--- src/rtl/vga_timgen_param.sv ---
// VGA timing generator: sync/porch/visible regions per axis, shadowed timing, coordinates, frame count, line irq.
// Latency: state advances one slot per tick; de/sync/pos decode from registered state, end pulses qualified by the tick.
// Backpressure: none; pclk_en_i paces the generator and en_i low aborts the frame back to SYNC/0.
module vga_timgen_param #(
  parameter int         TB_WIDTH   = 8,
  parameter int         VB_WIDTH   = 12,
  parameter int         CNT_WIDTH  = 12,
  parameter int         FCNT_WIDTH = 16,
  parameter logic       HSYNC_POL  = 1'b0,
  parameter logic       VSYNC_POL  = 1'b0
) (
  input  logic                  clk_i,
  input  logic                  rst_i,
  input  logic                  en_i,
  input  logic                  pclk_en_i,
  input  logic [TB_WIDTH-1:0]   hsnsize_i,
  input  logic [TB_WIDTH-1:0]   hbpsize_i,
  input  logic [TB_WIDTH-1:0]   hfpsize_i,
  input  logic [VB_WIDTH-1:0]   hvlen_i,
  input  logic [TB_WIDTH-1:0]   vsnsize_i,
  input  logic [TB_WIDTH-1:0]   vbpsize_i,
  input  logic [TB_WIDTH-1:0]   vfpsize_i,
  input  logic [VB_WIDTH-1:0]   vvlen_i,
  input  logic [CNT_WIDTH-1:0]  irq_line_i,
  output logic [CNT_WIDTH-1:0]  pos_x_o,
  output logic [CNT_WIDTH-1:0]  pos_y_o,
  output logic                  hsync_o,
  output logic                  vsync_o,
  output logic                  hend_o,
  output logic                  vend_o,
  output logic                  de_o,
  output logic                  fstart_o,
  output logic                  line_irq_o,
  output logic [FCNT_WIDTH-1:0] frame_cnt_o
);

  typedef enum logic [1:0] {ST_SYNC, ST_BP, ST_VIS, ST_FP} region_e;

  // All eight timing fields travel together so a frame boundary swaps them atomically.
  typedef struct packed {
    logic [TB_WIDTH-1:0] hsn;
    logic [TB_WIDTH-1:0] hbp;
    logic [TB_WIDTH-1:0] hfp;
    logic [VB_WIDTH-1:0] hvlen;
    logic [TB_WIDTH-1:0] vsn;
    logic [TB_WIDTH-1:0] vbp;
    logic [TB_WIDTH-1:0] vfp;
    logic [VB_WIDTH-1:0] vvlen;
  } tim_t;

  // Last counter value of the current region (region length minus one).
  function automatic logic [CNT_WIDTH-1:0] region_lim(
    input region_e             st,
    input logic [TB_WIDTH-1:0] sn,
    input logic [TB_WIDTH-1:0] bp,
    input logic [VB_WIDTH-1:0] vl,
    input logic [TB_WIDTH-1:0] fp
  );
    case (st)
      ST_SYNC: return CNT_WIDTH'(sn);
      ST_BP:   return CNT_WIDTH'(bp);
      ST_VIS:  return CNT_WIDTH'(vl);
      default: return CNT_WIDTH'(fp);
    endcase
  endfunction

  // Fixed region order SYNC -> BP -> VIS -> FP -> SYNC.
  function automatic region_e region_next(input region_e st);
    case (st)
      ST_SYNC: return ST_BP;
      ST_BP:   return ST_VIS;
      ST_VIS:  return ST_FP;
      default: return ST_SYNC;
    endcase
  endfunction

  logic                  act_q, act_d;
  region_e               h_st_q, h_st_d, v_st_q, v_st_d;
  logic [CNT_WIDTH-1:0]  h_cnt_q, h_cnt_d, v_cnt_q, v_cnt_d;
  logic [FCNT_WIDTH-1:0] fcnt_q, fcnt_d;
  logic                  fpend_q, fpend_d;
  tim_t                  tim_q, tim_d, tim_in;

  logic                  tick;
  logic [CNT_WIDTH-1:0]  h_lim, v_lim;
  logic                  h_wrap, v_wrap, h_last, v_last;
  logic                  hend, vend;

  // Gather the live timing inputs into one shadow-sized word.
  always_comb begin
    tim_in       = '0;
    tim_in.hsn   = hsnsize_i;
    tim_in.hbp   = hbpsize_i;
    tim_in.hfp   = hfpsize_i;
    tim_in.hvlen = hvlen_i;
    tim_in.vsn   = vsnsize_i;
    tim_in.vbp   = vbpsize_i;
    tim_in.vfp   = vfpsize_i;
    tim_in.vvlen = vvlen_i;
  end

  // Region-end decodes, built only from shadowed timing and registered counters.
  always_comb begin
    tick   = act_q & en_i & pclk_en_i;
    h_lim  = region_lim(h_st_q, tim_q.hsn, tim_q.hbp, tim_q.hvlen, tim_q.hfp);
    v_lim  = region_lim(v_st_q, tim_q.vsn, tim_q.vbp, tim_q.vvlen, tim_q.vfp);
    h_wrap = (h_cnt_q == h_lim);
    v_wrap = (v_cnt_q == v_lim);
    h_last = (h_st_q == ST_FP) & h_wrap;
    v_last = (v_st_q == ST_FP) & v_wrap;
    hend   = tick & h_last;
    vend   = hend & v_last;
  end

  // Next-state: idle pins both axes at SYNC/0; otherwise advance only on a tick.
  always_comb begin
    act_d   = en_i;
    h_st_d  = h_st_q;
    h_cnt_d = h_cnt_q;
    v_st_d  = v_st_q;
    v_cnt_d = v_cnt_q;
    fcnt_d  = fcnt_q + FCNT_WIDTH'(vend);
    fpend_d = fpend_q;
    tim_d   = tim_q;
    if (!act_q) begin
      h_st_d  = ST_SYNC;
      h_cnt_d = '0;
      v_st_d  = ST_SYNC;
      v_cnt_d = '0;
      fpend_d = 1'b1;
      tim_d   = tim_in;
    end else if (tick) begin
      // The tick that consumes a pending start clears it; a frame end re-arms it.
      fpend_d = vend;
      if (h_wrap) begin
        h_cnt_d = '0;
        h_st_d  = region_next(h_st_q);
      end else begin
        h_cnt_d = h_cnt_q + 1'b1;
      end
      if (h_last) begin
        if (v_wrap) begin
          v_cnt_d = '0;
          v_st_d  = region_next(v_st_q);
        end else begin
          v_cnt_d = v_cnt_q + 1'b1;
        end
      end
      if (vend) begin
        tim_d = tim_in;
      end
    end
  end

  // State registers; reset parks at SYNC/0 and captures the current timing inputs.
  always_ff @(posedge clk_i) begin
    if (rst_i) begin
      act_q   <= 1'b0;
      h_st_q  <= ST_SYNC;
      h_cnt_q <= '0;
      v_st_q  <= ST_SYNC;
      v_cnt_q <= '0;
      fcnt_q  <= '0;
      fpend_q <= 1'b1;
      tim_q   <= tim_in;
    end else begin
      act_q   <= act_d;
      h_st_q  <= h_st_d;
      h_cnt_q <= h_cnt_d;
      v_st_q  <= v_st_d;
      v_cnt_q <= v_cnt_d;
      fcnt_q  <= fcnt_d;
      fpend_q <= fpend_d;
      tim_q   <= tim_d;
    end
  end

  // Output decode; everything is forced inactive while the generator is idle.
  always_comb begin
    de_o        = act_q & (h_st_q == ST_VIS) & (v_st_q == ST_VIS);
    pos_x_o     = de_o ? h_cnt_q : '0;
    pos_y_o     = de_o ? v_cnt_q : '0;
    hsync_o     = (act_q & (h_st_q == ST_SYNC)) ? HSYNC_POL : ~HSYNC_POL;
    vsync_o     = (act_q & (v_st_q == ST_SYNC)) ? VSYNC_POL : ~VSYNC_POL;
    hend_o      = hend;
    vend_o      = vend;
    fstart_o    = tick & fpend_q;
    line_irq_o  = hend & (v_st_q == ST_VIS) & (v_cnt_q == irq_line_i);
    frame_cnt_o = fcnt_q;
  end

endmodule

--- config.mk ---
export PLATFORM = sky130hd
export DESIGN_NAME = vga_timgen_param
export DESIGN_NICKNAME = d
export VERILOG_FILES = /design/src/rtl/vga_timgen_param.sv
export SDC_FILE = /design/constraint.sdc
export NUM_CORES = 1
export LEC_CHECK = 0
export BUFFER_PORTS_ARGS = -buffer_cell sky130_fd_sc_hd__buf_2
export CORE_ASPECT_RATIO = 2
export CORE_MARGIN = 8
export CORE_UTILIZATION = 53
export DETAILED_ROUTE_END_ITERATION = 16
export PLACE_DENSITY = 0.91
export SLEW_MARGIN = 10
export SYNTH_ARGS = -nofsm -noshare
export SYNTH_HDL_FRONTEND = slang
export SYNTH_SLANG_ARGS = --single-unit
--- constraint.sdc ---
create_clock -name clk_i -period 5.1 [get_ports clk_i]
set_input_delay 1.02 -clock clk_i [delete_from_list [all_inputs] [get_ports clk_i]]
set_output_delay 1.02 -clock clk_i [all_outputs]
set_load 0.005 [all_outputs]
==> flow_metrics.env, run 1 <==
export IMPL_grtUsageTotal_pct=20.21
export IMPL_finalHoldViolCount=0
export IMPL_cts_post_setup_buffers_inserted=0
export IMPL_area_delta_synth_final_pct=23.59
export IMPL_tns_ns=0
export IMPL_worst_pin_slew_ns=1.152
export IMPL_detail_route_wl_per_cell_um=17.90
export IMPL_post_drt_via_cell_ratio=5.505
export IMPL_p_leak_nw=2.685
export IMPL_pre_cts_ws_ns=1.180
export IMPL_grt_pass1_wl_mm=21.65
export IMPL_cts_sinks=118
export IMPL_design_area_um2=6686
export IMPL_clk_latency_ns=0.40
export IMPL_antennaDiodeCount=0
export IMPL_fmax_ghz=0.2291
export IMPL_root_buffer="clkbuf_16"
export IMPL_power_mw=2.250
export IMPL_layout_cells_non_filler=746
export IMPL_io_buffers=134
export IMPL_synth_ff_type="edfxtp_1"
export IMPL_grt_max_degree=73
export IMPL_vdd_drop_max_uv=421.4
export IMPL_ys_async_sr_fraction_pct=0
export IMPL_fp_dieArea_um2=13890
export IMPL_die_w_um=87.44
export IMPL_ioPinCount=135
export IMPL_startpoint_type="register"
export IMPL_gr_total_overflow=0
export IMPL_syn_inst=472
export IMPL_hold_ws_ns=0.4880
export IMPL_antenna_found_initial=0
export IMPL_rows=52
export IMPL_final_util_pct=66.73
export IMPL_syn_nets=574
export IMPL_worstPathMaxFanout=22
export IMPL_drv_slew=0
export IMPL_gp_congestion=0.8680
export IMPL_post_route_drc_count=0
export IMPL_cp_startpoint="h_st_q[0]$_SDFFE_PP0P_"
export IMPL_cts_buffers=17
export IMPL_critPathKind="reg -> out"
export IMPL_synthMostInstantiatedCell="edfxtp_1"
export IMPL_drt_iter0_drc=418
export IMPL_ant_nets=0
export IMPL_slew_headroom_pct=22.47
export IMPL_path_clk_slew_ns=0.05
export IMPL_ys_seq_area_share_pct=56.98
export IMPL_r2r_start="h_st_q[0]$_SDFFE_PP0P_"
export IMPL_post_route_min_period_ns=4.365
export IMPL_drtPass1Iterations=6
export IMPL_fin_ws_ns=0.7346
export IMPL_grt_pass1_vias=4492
export IMPL_htree_levels=4
export IMPL_cp_data_arrival_time_ns=3.35
export IMPL_dp_hpwl_mm=9.932
export IMPL_worst_hold_path_type="reg -> reg"
export IMPL_place_inst=714
export IMPL_rsz0062_at_grt="false"
export IMPL_powerDensity_nw_per_um2=336.5
export IMPL_synth_cell_types=41
export IMPL_endpoint_kind="output pin"
export IMPL_maxCapViolCount=0
export IMPL_nets=700
export IMPL_cts_tree="yes"
export IMPL_place_area_um2=6135
export IMPL_fp_coreArea_um2=10020
export IMPL_cts_buffer_depth=2
export IMPL_wirelength_mm=13.35
export IMPL_ctsHoldBuffers=0
export IMPL_hold_start="fpend_q$_SDFFE_PP1P_"
export IMPL_netlist_area_leader_share_pct=39.96
export IMPL_synth_edf_count=72
export IMPL_cts_resized_gates=0
export IMPL_initial_utilization_pct=54.00
export IMPL_skew_ns=0.007662
export IMPL_critPathRequiredTime_ns=4.08
export IMPL_fp_dieH_um=158.9
export IMPL_synth_area_per_cell_um2=11.46
export IMPL_fin_crit_sh_pct=85.60
export IMPL_synth_area_top_cells="edfxtp_1 (40%), dfxtp_1 (17%), xnor2_1 (5.3%)"
export IMPL_synth_warnings=0
export IMPL_synth_commonest_cells="edfxtp_1 (72), dfxtp_1 (46), nor2_1 (37)"
export IMPL_drive_gt1_share_pct=27.50
export IMPL_nFillCells=761
export IMPL_status="finished, final reports clean"
export IMPL_syn_area_um2=5410
export IMPL_setup_violations=0
export IMPL_yosysTopAreaCell="edfxtp_1"
export IMPL_vias=4107
export IMPL_ys_ff_latch=118
[worst max-delay path: stages, from the launching register on]
cell and delay [ns]:
dfxtp_1 0.42, ha_1 0.49, nand2b_1 0.25, nor2_1 0.07, o32ai_1 0.25, nand3_1 0.21, or4_4 0.69, inv_1 0.16
and3_1 0.26, buf_2 0.15
[power by group]
group	switching [mW]	leakage [nW]	internal (mW)
registers	0.0160	1.12	1.06
logic	0.0445	1.31	0.0447
clock network	0.411	0.259	0.677
total	0.472	2.68	1.78
[per-layer routing]
| layer | vias to the layer above | wire (um) | GRT usage [%] |
|---|---|---|---|
| li1 | 1959 | - | - |
| met1 | 1954 | 4800 | 19.13 |
| met2 | 157 | 7473 | 36.88 |
| met3 | 37 | 614 | 5.222 |
| met4 | 0 | 466 | 11.84 |
| met5 | - | 0 | 0 |
[cells in the final DEF, fill, tap and decap left out, types with 9 or more instances in the layout]
| cell type | n |
|---|---|
| a21oi_1 | 16 |
| clkbuf_16 | 17 |
| buf_2 | 134 |
| and3_1 | 9 |
| and2_1 | 27 |
| o21ai_0 | 9 |
| dfxtp_1 | 46 |
| xor2_1 | 22 |
| edfxtp_1 | 72 |
| a222oi_1 | 16 |
| nand3_1 | 21 |
| ha_1 | 14 |
| nand2_1 | 18 |
| mux2i_1 | 17 |
| nor2_1 | 37 |
| inv_1 | 23 |
| xnor2_1 | 33 |
[logic make-up after synthesis]
group                    Yosys count  synth area share, %
AO/OA/AOI/OAI                     59                7.794
XOR/XNOR                          55                8.904
adder cells (fa/ha/maj)           14                3.238
buffers and inverters             50                3.862
flip-flops                       118                56.98
multiplexers                      17                3.145
AND/OR/NAND/NOR                  159                16.07
[sequential cells by signal (all words and copies together) (netlist names)]
name and cells:
v_st_q 2, h_cnt_q 12, act_q 1, tim_q 72, fpend_q 1, frame_cnt_o 16
v_cnt_q 12, h_st_q 2
[final cells by class]
type	count	area, um2	area share, %
sequential	118	3083	46.11
multi-input combinational	304	2126	31.79
timing repair buffer	134	670.6	10.03
clock buffer	19	442.9	6.624
tap	135	168.9	2.526
clock inverter	13	108.9	1.628
inverter	23	86.33	1.291
[final timing paths]
kind,endpoint,slack [ns],depth (start not counted)
setup / recovery,vend_o,0.73,9
hold / removal,fpend_q$_SDFFE_PP1P_,0.49,1
setup reg to reg,tim_q[11]$_DFFE_PP_,1.12,9
hold reg to reg,fpend_q$_SDFFE_PP1P_,0.49,1
No activity file was read; power rests on OpenSTA's default activity.
==> inputs of run 2 (changes only) <==
--- a/config.mk
+++ b/config.mk
@@ -10,7 +10,7 @@
 export CORE_MARGIN = 8
 export CORE_UTILIZATION = 53
 export DETAILED_ROUTE_END_ITERATION = 16
-export PLACE_DENSITY = 0.91
+export PLACE_DENSITY_LB_ADDON = 0.08
 export SLEW_MARGIN = 10
 export SYNTH_ARGS = -nofsm -noshare
 export SYNTH_HDL_FRONTEND = slang
==> run 2 against run 1 <==
Against the previous run:
- global-route usage shrank 0.12 points
- die area is the same
- non-clock buffer count is the same
- register-to-register slack lost 0.13 ns
- first-iteration DRC count shrank 48%
- sequential share of layout area is essentially flat
- largest power group unchanged
- highest routed layer unchanged
==> flow_metrics.env, run 2 (synthesis gave the netlist of run 1 again) <==
export IMPL_cts_sinks=118
export IMPL_post_route_drc_count=0
export IMPL_io_buffers=134
export IMPL_grt_pass1_vias=4301
export IMPL_r2r_end="frame_cnt_o[6]$_SDFF_PP0_"
export IMPL_post_route_min_period_ns=4.430
export IMPL_path_clk_slew_ns=0.05
export IMPL_pwr_share_comb_pct=3.9
export IMPL_drive_gt1_share_pct=27.50
export IMPL_skew_ns=0.008402
export IMPL_vdd_drop_max_uv=246.9
export IMPL_fp_dieH_um=158.9
export IMPL_clockPowerShare_pct=48.5
export IMPL_rsz0062_at_grt="false"
export IMPL_crit_buf_inv=3
export IMPL_holdPathEnd="fpend_q$_SDFFE_PP1P_"
export IMPL_register_area_um2=3083
export IMPL_tns_ns=0
export IMPL_fp_coreArea_um2=10020
export IMPL_wirelength_mm=13.43
export IMPL_reg2regPathDepth=14
export IMPL_worst_r2r_setup_slack_ns=0.99
export IMPL_initial_utilization_pct=54.00
export IMPL_clk_latency_ns=0.41
export IMPL_grt_max_degree=73
export IMPL_fmax_ghz=0.2258
export IMPL_swShare_pct=21.41
export IMPL_critPathKind="reg -> out"
export IMPL_final_util_pct=66.71
export IMPL_antennaDiodeCount=0
export IMPL_htree_levels=4
export IMPL_worstPathMaxFanout=22
export IMPL_powerDensity_nw_per_um2=336.6
export IMPL_p_leak_nw=2.682
export IMPL_ioPinCount=135
export IMPL_crit_family="simple AND/OR/NAND/NOR gates"
export IMPL_detail_route_wl_per_cell_um=18.00
export IMPL_drtPass1Iterations=5
export IMPL_crit_slowest_cell="or4_4"
export IMPL_drv_slew=0
export IMPL_fp_dieArea_um2=13890
export IMPL_cp_data_arrival_time_ns=3.41
export IMPL_crit_path_frequent_cell="inv_1"
export IMPL_worst_hold_path_type="reg -> reg"
export IMPL_slew_headroom_pct=36.57
export IMPL_finalHoldViolCount=0
export IMPL_mostFrequentLayoutCell="buf_2"
export IMPL_antenna_found_initial=0
export IMPL_multi_input_area_um2=2132
export IMPL_startpoint_type="register"
export IMPL_post_drt_via_cell_ratio=5.471
export IMPL_hold_start="fpend_q$_SDFFE_PP1P_"
export IMPL_status="finished, final reports clean"
export IMPL_regMostFlops="tim_q"
export IMPL_grtUsageTotal_pct=20.09
export IMPL_nets=700
export IMPL_ant_nets=0
export IMPL_r2r_start="h_st_q[1]$_SDFFE_PP0P_"
export IMPL_critPathRequiredTime_ns=4.08
export IMPL_cts_resized_gates=0
export IMPL_cts_buffers=17
export IMPL_crit_chain="inv_1, ha_1, a222oi_1, mux2i_1, xnor2_1, nand4_1, or4_4, inv_1, and3_1, buf_2"
export IMPL_worst_pin_slew_ns=0.9515
export IMPL_cts_post_setup_buffers_inserted=0
export IMPL_setup_violations=0
export IMPL_gp_congestion=0.8675
export IMPL_nFillCells=845
export IMPL_internal_power_mw=1.768
export IMPL_grt_pass1_wl_mm=21.24
export IMPL_cpPeakStageDelay_ns=0.69
export IMPL_fin_crit_sh_pct=86.85
export IMPL_area_delta_synth_final_pct=23.54
export IMPL_gr_total_overflow=0
export IMPL_holdPathStages=1
export IMPL_drt_iter0_drc=218
export IMPL_largest_reg_flops=72
export IMPL_dp_hpwl_mm=9.908
export IMPL_switching_power_mw=0.4817
export IMPL_die_w_um=87.44
export IMPL_ctsHoldBuffers=0
export IMPL_final_cell_mix="buf_2 (134), edfxtp_1 (72), dfxtp_1 (46)"
export IMPL_cts_buffer_depth=2
export IMPL_root_buffer="clkbuf_16"
export IMPL_endpoint_kind="output pin"
export IMPL_pwr_share_seq_pct=47.6
export IMPL_cts_tree="yes"
export IMPL_vias=4081
export IMPL_maxCapViolCount=0
export IMPL_rows=52
run 2: changes by cell type in the layout (fill, tap and decap cells not counted):
| cell | previous run | this run |
|---|---|---|
| clkbuf_1 | 1 | 3 |
| clkbuf_8 | 1 | 0 |
| clkinv_1 | 1 | 0 |
| clkinv_4 | 1 | 2 |
| clkinvlp_4 | 5 | 4 |
| nor4_1 | 4 | 3 |
| nor4_2 | 0 | 1 |
run 2: worst max-delay path by stage:
| stage | from | end | slack [ns] | cells after the start |
|---|---|---|---|---|
| after floorplan | h_st_q[1]$_SDFFE_PP0P_ | tim_q[0]$_DFFE_PP_ | 0.50 | 11 |
| after global placement | h_st_q[1]$_SDFFE_PP0P_ | tim_q[52]$_DFFE_PP_ | 1.29 | 10 |
| after detailed placement | h_st_q[0]$_SDFFE_PP0P_ | frame_cnt_o[6]$_SDFF_PP0_ | 1.12 | 14 |
| after CTS | h_st_q[1]$_SDFFE_PP0P_ | vend_o | 0.71 | 10 |
| after global routing | h_st_q[0]$_SDFFE_PP0P_ | vend_o | 0.43 | 10 |
| final | h_st_q[1]$_SDFFE_PP0P_ | vend_o | 0.67 | 10 |
run 2: stage by stage:
stage	instance area [um2]	total power [mW]	hold WS (ns)	std cells	setup slack (ns)
global placement	6135	1.177	0.4430	714	1.288
floorplan	5410	1.128	0.4270	472	0.4963
finish	6684	2.250	0.4772	746	0.6705
global route	6684	2.313	0.5156	746	0.4256
detailed placement	6135	1.179	0.4537	714	1.115
CTS	6678	2.268	0.4690	746	0.7058
run 2: layout make-up:
class	instances	share of cell area, %
sequential	118	46.13
multi-input combinational	304	31.90
timing repair buffer	134	10.03
clock buffer	20	6.533
tap	135	2.527
clock inverter	12	1.591
inverter	23	1.292
run 2: layer usage:
metal	vias up	part of all wire [%]	GRT usage [%]
li1	1955	-	-
met1	1956	35	18.97
met2	143	57	37.40
met3	27	5.3	4.602
met4	0	3.0	11.13
met5	-	0	0
run 2: power groups by stage:
stage          clock (mW)  combinational, mW  sequential, mW
6_report             1.09             0.0878            1.07
5_1_grt              1.14             0.0973            1.07
4_1_cts              1.11             0.0889            1.07
3_5_place_dp            0             0.0882            1.09
3_3_place_gp            0             0.0858            1.09
2_1_floorplan           0             0.0426            1.09
run 2: worst register-to-register path, stage by stage, from the launching register on:
cell and delay, ns:
dfxtp_1 0.40, inv_1 0.08, ha_1 0.29, a222oi_1 0.39
mux2i_1 0.14, xnor2_1 0.18, nand4_1 0.25, or4_4 0.69
inv_1 0.16, and3_1 0.27, ha_1 0.20, ha_1 0.29
nand2_1 0.14, or3_1 0.38, a21oi_1 0.17
==> inputs of run 3 (changes only) <==
--- a/config.mk
+++ b/config.mk
@@ -7,8 +7,9 @@
 export LEC_CHECK = 0
 export BUFFER_PORTS_ARGS = -buffer_cell sky130_fd_sc_hd__buf_2
 export CORE_ASPECT_RATIO = 2
-export CORE_MARGIN = 8
-export CORE_UTILIZATION = 53
+export CORE_MARGIN = 3
+export CORE_UTILIZATION = 45
+export CTS_BUF_LIST = sky130_fd_sc_hd__clkbuf_4 sky130_fd_sc_hd__clkbuf_8 sky130_fd_sc_hd__clkbuf_16
 export DETAILED_ROUTE_END_ITERATION = 16
 export PLACE_DENSITY_LB_ADDON = 0.08
 export SLEW_MARGIN = 10
==> run 3 against run 2 <==
Against the previous run:
- combinational power barely moved
- non-clock buffer count stayed put
- first-iteration DRC count down 7.3%
- sequential power about the same
- cell count is 1.3% higher
- core utilization shrank 9.7 points
- critical path depth stayed put
- flip-flop and latch count did not move
- worst hold slack gained 0.022 ns
- design area up 0.47%
==> flow_metrics.env, run 3 (synthesis gave the netlist of run 1 again) <==
export IMPL_maxCapViolCount=0
export IMPL_finalHoldViolCount=0
export IMPL_fp_coreArea_um2=11770
export IMPL_final_cell_mix="buf_2 (134), edfxtp_1 (72), dfxtp_1 (46)"
export IMPL_worstPathMaxFanout=22
export IMPL_grtUsageTotal_pct=19.61
export IMPL_initial_utilization_pct=45.96
export IMPL_htree_levels=4
export IMPL_post_drt_via_cell_ratio=5.331
export IMPL_gp_congestion=0.8170
export IMPL_cts_resized_gates=0
export IMPL_grt_pass1_wl_mm=20.47
export IMPL_cts_sinks=118
export IMPL_area_delta_synth_final_pct=24.12
export IMPL_die_w_um=83.53
export IMPL_grt_pass1_vias=4251
export IMPL_tns_ns=0
export IMPL_path_clk_slew_ns=0.05
export IMPL_gr_total_overflow=0
export IMPL_root_buffer="clkbuf_16"
export IMPL_p_leak_nw=2.699
export IMPL_setup_violations=0
export IMPL_antenna_found_initial=0
export IMPL_worst_pin_slew_ns=0.9333
export IMPL_met2_length_mm=7.275
export IMPL_fp_dieArea_um2=13450
export IMPL_startpoint_type="register"
export IMPL_io_buffers=134
export IMPL_critPathRequiredTime_ns=4.08
export IMPL_critPathKind="reg -> out"
export IMPL_mostFrequentLayoutCell="buf_2"
export IMPL_ctsHoldBuffers=0
export IMPL_drv_slew=0
export IMPL_cts_buffer_depth=2
export IMPL_post_route_drc_count=0
export IMPL_vias=4030
export IMPL_crit_chain="inv_1, ha_1, a222oi_1, mux2i_1, xnor2_1, nand4_1, or4_4, inv_1, and3_1, buf_2"
export IMPL_cp_data_arrival_time_ns=3.41
export IMPL_fp_dieH_um=161.1
export IMPL_antennaDiodeCount=0
export IMPL_clk_latency_ns=0.40
export IMPL_cts_buffers=17
export IMPL_crit_slowest_cell="or4_4"
export IMPL_drive_gt1_share_pct=27.99
export IMPL_crit_path_frequent_cell="inv_1"
export IMPL_dp_hpwl_mm=9.631
export IMPL_routed_top_layer="met4"
export IMPL_fmax_ghz=0.2260
export IMPL_design_area_um2=6715
export IMPL_endpoint_kind="output pin"
export IMPL_place_area_um2=6147
export IMPL_ioPinCount=135
export IMPL_drt_met1_wl_mm=4.304
export IMPL_detail_route_wl_per_cell_um=16.88
export IMPL_post_route_min_period_ns=4.426
export IMPL_vdd_drop_max_uv=341.6
export IMPL_cts_post_setup_buffers_inserted=0
export IMPL_rows=56
export IMPL_ant_nets=0
export IMPL_hold_ws_ns=0.4996
export IMPL_wl_met3_um=674
export IMPL_grt_max_degree=73
export IMPL_cpPeakStageDelay_ns=0.68
export IMPL_nFillCells=1064
export IMPL_worst_hold_path_type="reg -> reg"
export IMPL_largest_reg_flops=72
export IMPL_regMostFlops="tim_q"
export IMPL_wirelength_mm=12.77
export IMPL_drt_iter0_drc=202
export IMPL_status="finished, final reports clean"
export IMPL_nets=700
export IMPL_fin_crit_sh_pct=86.78
export IMPL_rsz0062_at_grt="false"
export IMPL_cts_tree="yes"
export IMPL_drtPass1Iterations=5
export IMPL_powerDensity_nw_per_um2=336.2
export IMPL_slew_headroom_pct=37.37
export IMPL_power_mw=2.258
export IMPL_skew_ns=0.009676
-- run 3: worst max-delay path: cells and delay by family, from the launching register on --
family          cells  cell delay, ns
mux                 1            0.15
buf+inv             3            0.41
xor+xnor            1            0.17
fa+ha+maj           1            0.34
compound gates      1            0.35
simple gates        3            1.18
flops               1            0.41
-- run 3: area by class of cell --
type | instances | area, um2 | area share [%]
Inverter | 23 | 86.33 | 1.286
Sequential cell | 118 | 3083 | 45.91
Clock buffer | 20 | 454.2 | 6.764
Clock inverter | 12 | 107.6 | 1.602
Tap cell | 145 | 181.4 | 2.702
Multi-Input combinational cell | 304 | 2132 | 31.75
Timing Repair Buffer | 134 | 670.6 | 9.987
-- run 3: layer usage --
layer,up-vias,track usage (%)
met1,1898,18.28
li1,1958,-
met2,142,38.16
met3,32,4.594
met4,0,10.69
met5,-,0
-- run 3: where the power goes --
group	switching (mW)	leakage, nW	internal, mW
sequential	0.0164	1.12	1.06
combinational	0.0431	1.31	0.0447
clock	0.406	0.273	0.691
total	0.466	2.70	1.79
-- run 3: worst paths after layout --
kind	from	end	slack (ns)	cells past startpoint
worst max-delay path	h_st_q[0]$_SDFFE_PP0P_	vend_o	0.67	10
worst min-delay path	fpend_q$_SDFFE_PP1P_	fpend_q$_SDFFE_PP1P_	0.50	1
worst max register to register	h_st_q[0]$_SDFFE_PP0P_	tim_q[26]$_DFFE_PP_	1.04	10
worst min register to register	fpend_q$_SDFFE_PP1P_	fpend_q$_SDFFE_PP1P_	0.50	1
-- run 3: stage by stage --
stage          worst slack, ns  std cells  utilization (%)
2_1_floorplan           0.4963        472                -
3_3_place_gp             1.179        724            52.22
3_5_place_dp             1.055        724            52.22
4_1_cts                 0.6635        756            56.99
5_1_grt                 0.4188        756            57.05
6_report                0.6743        756            57.05
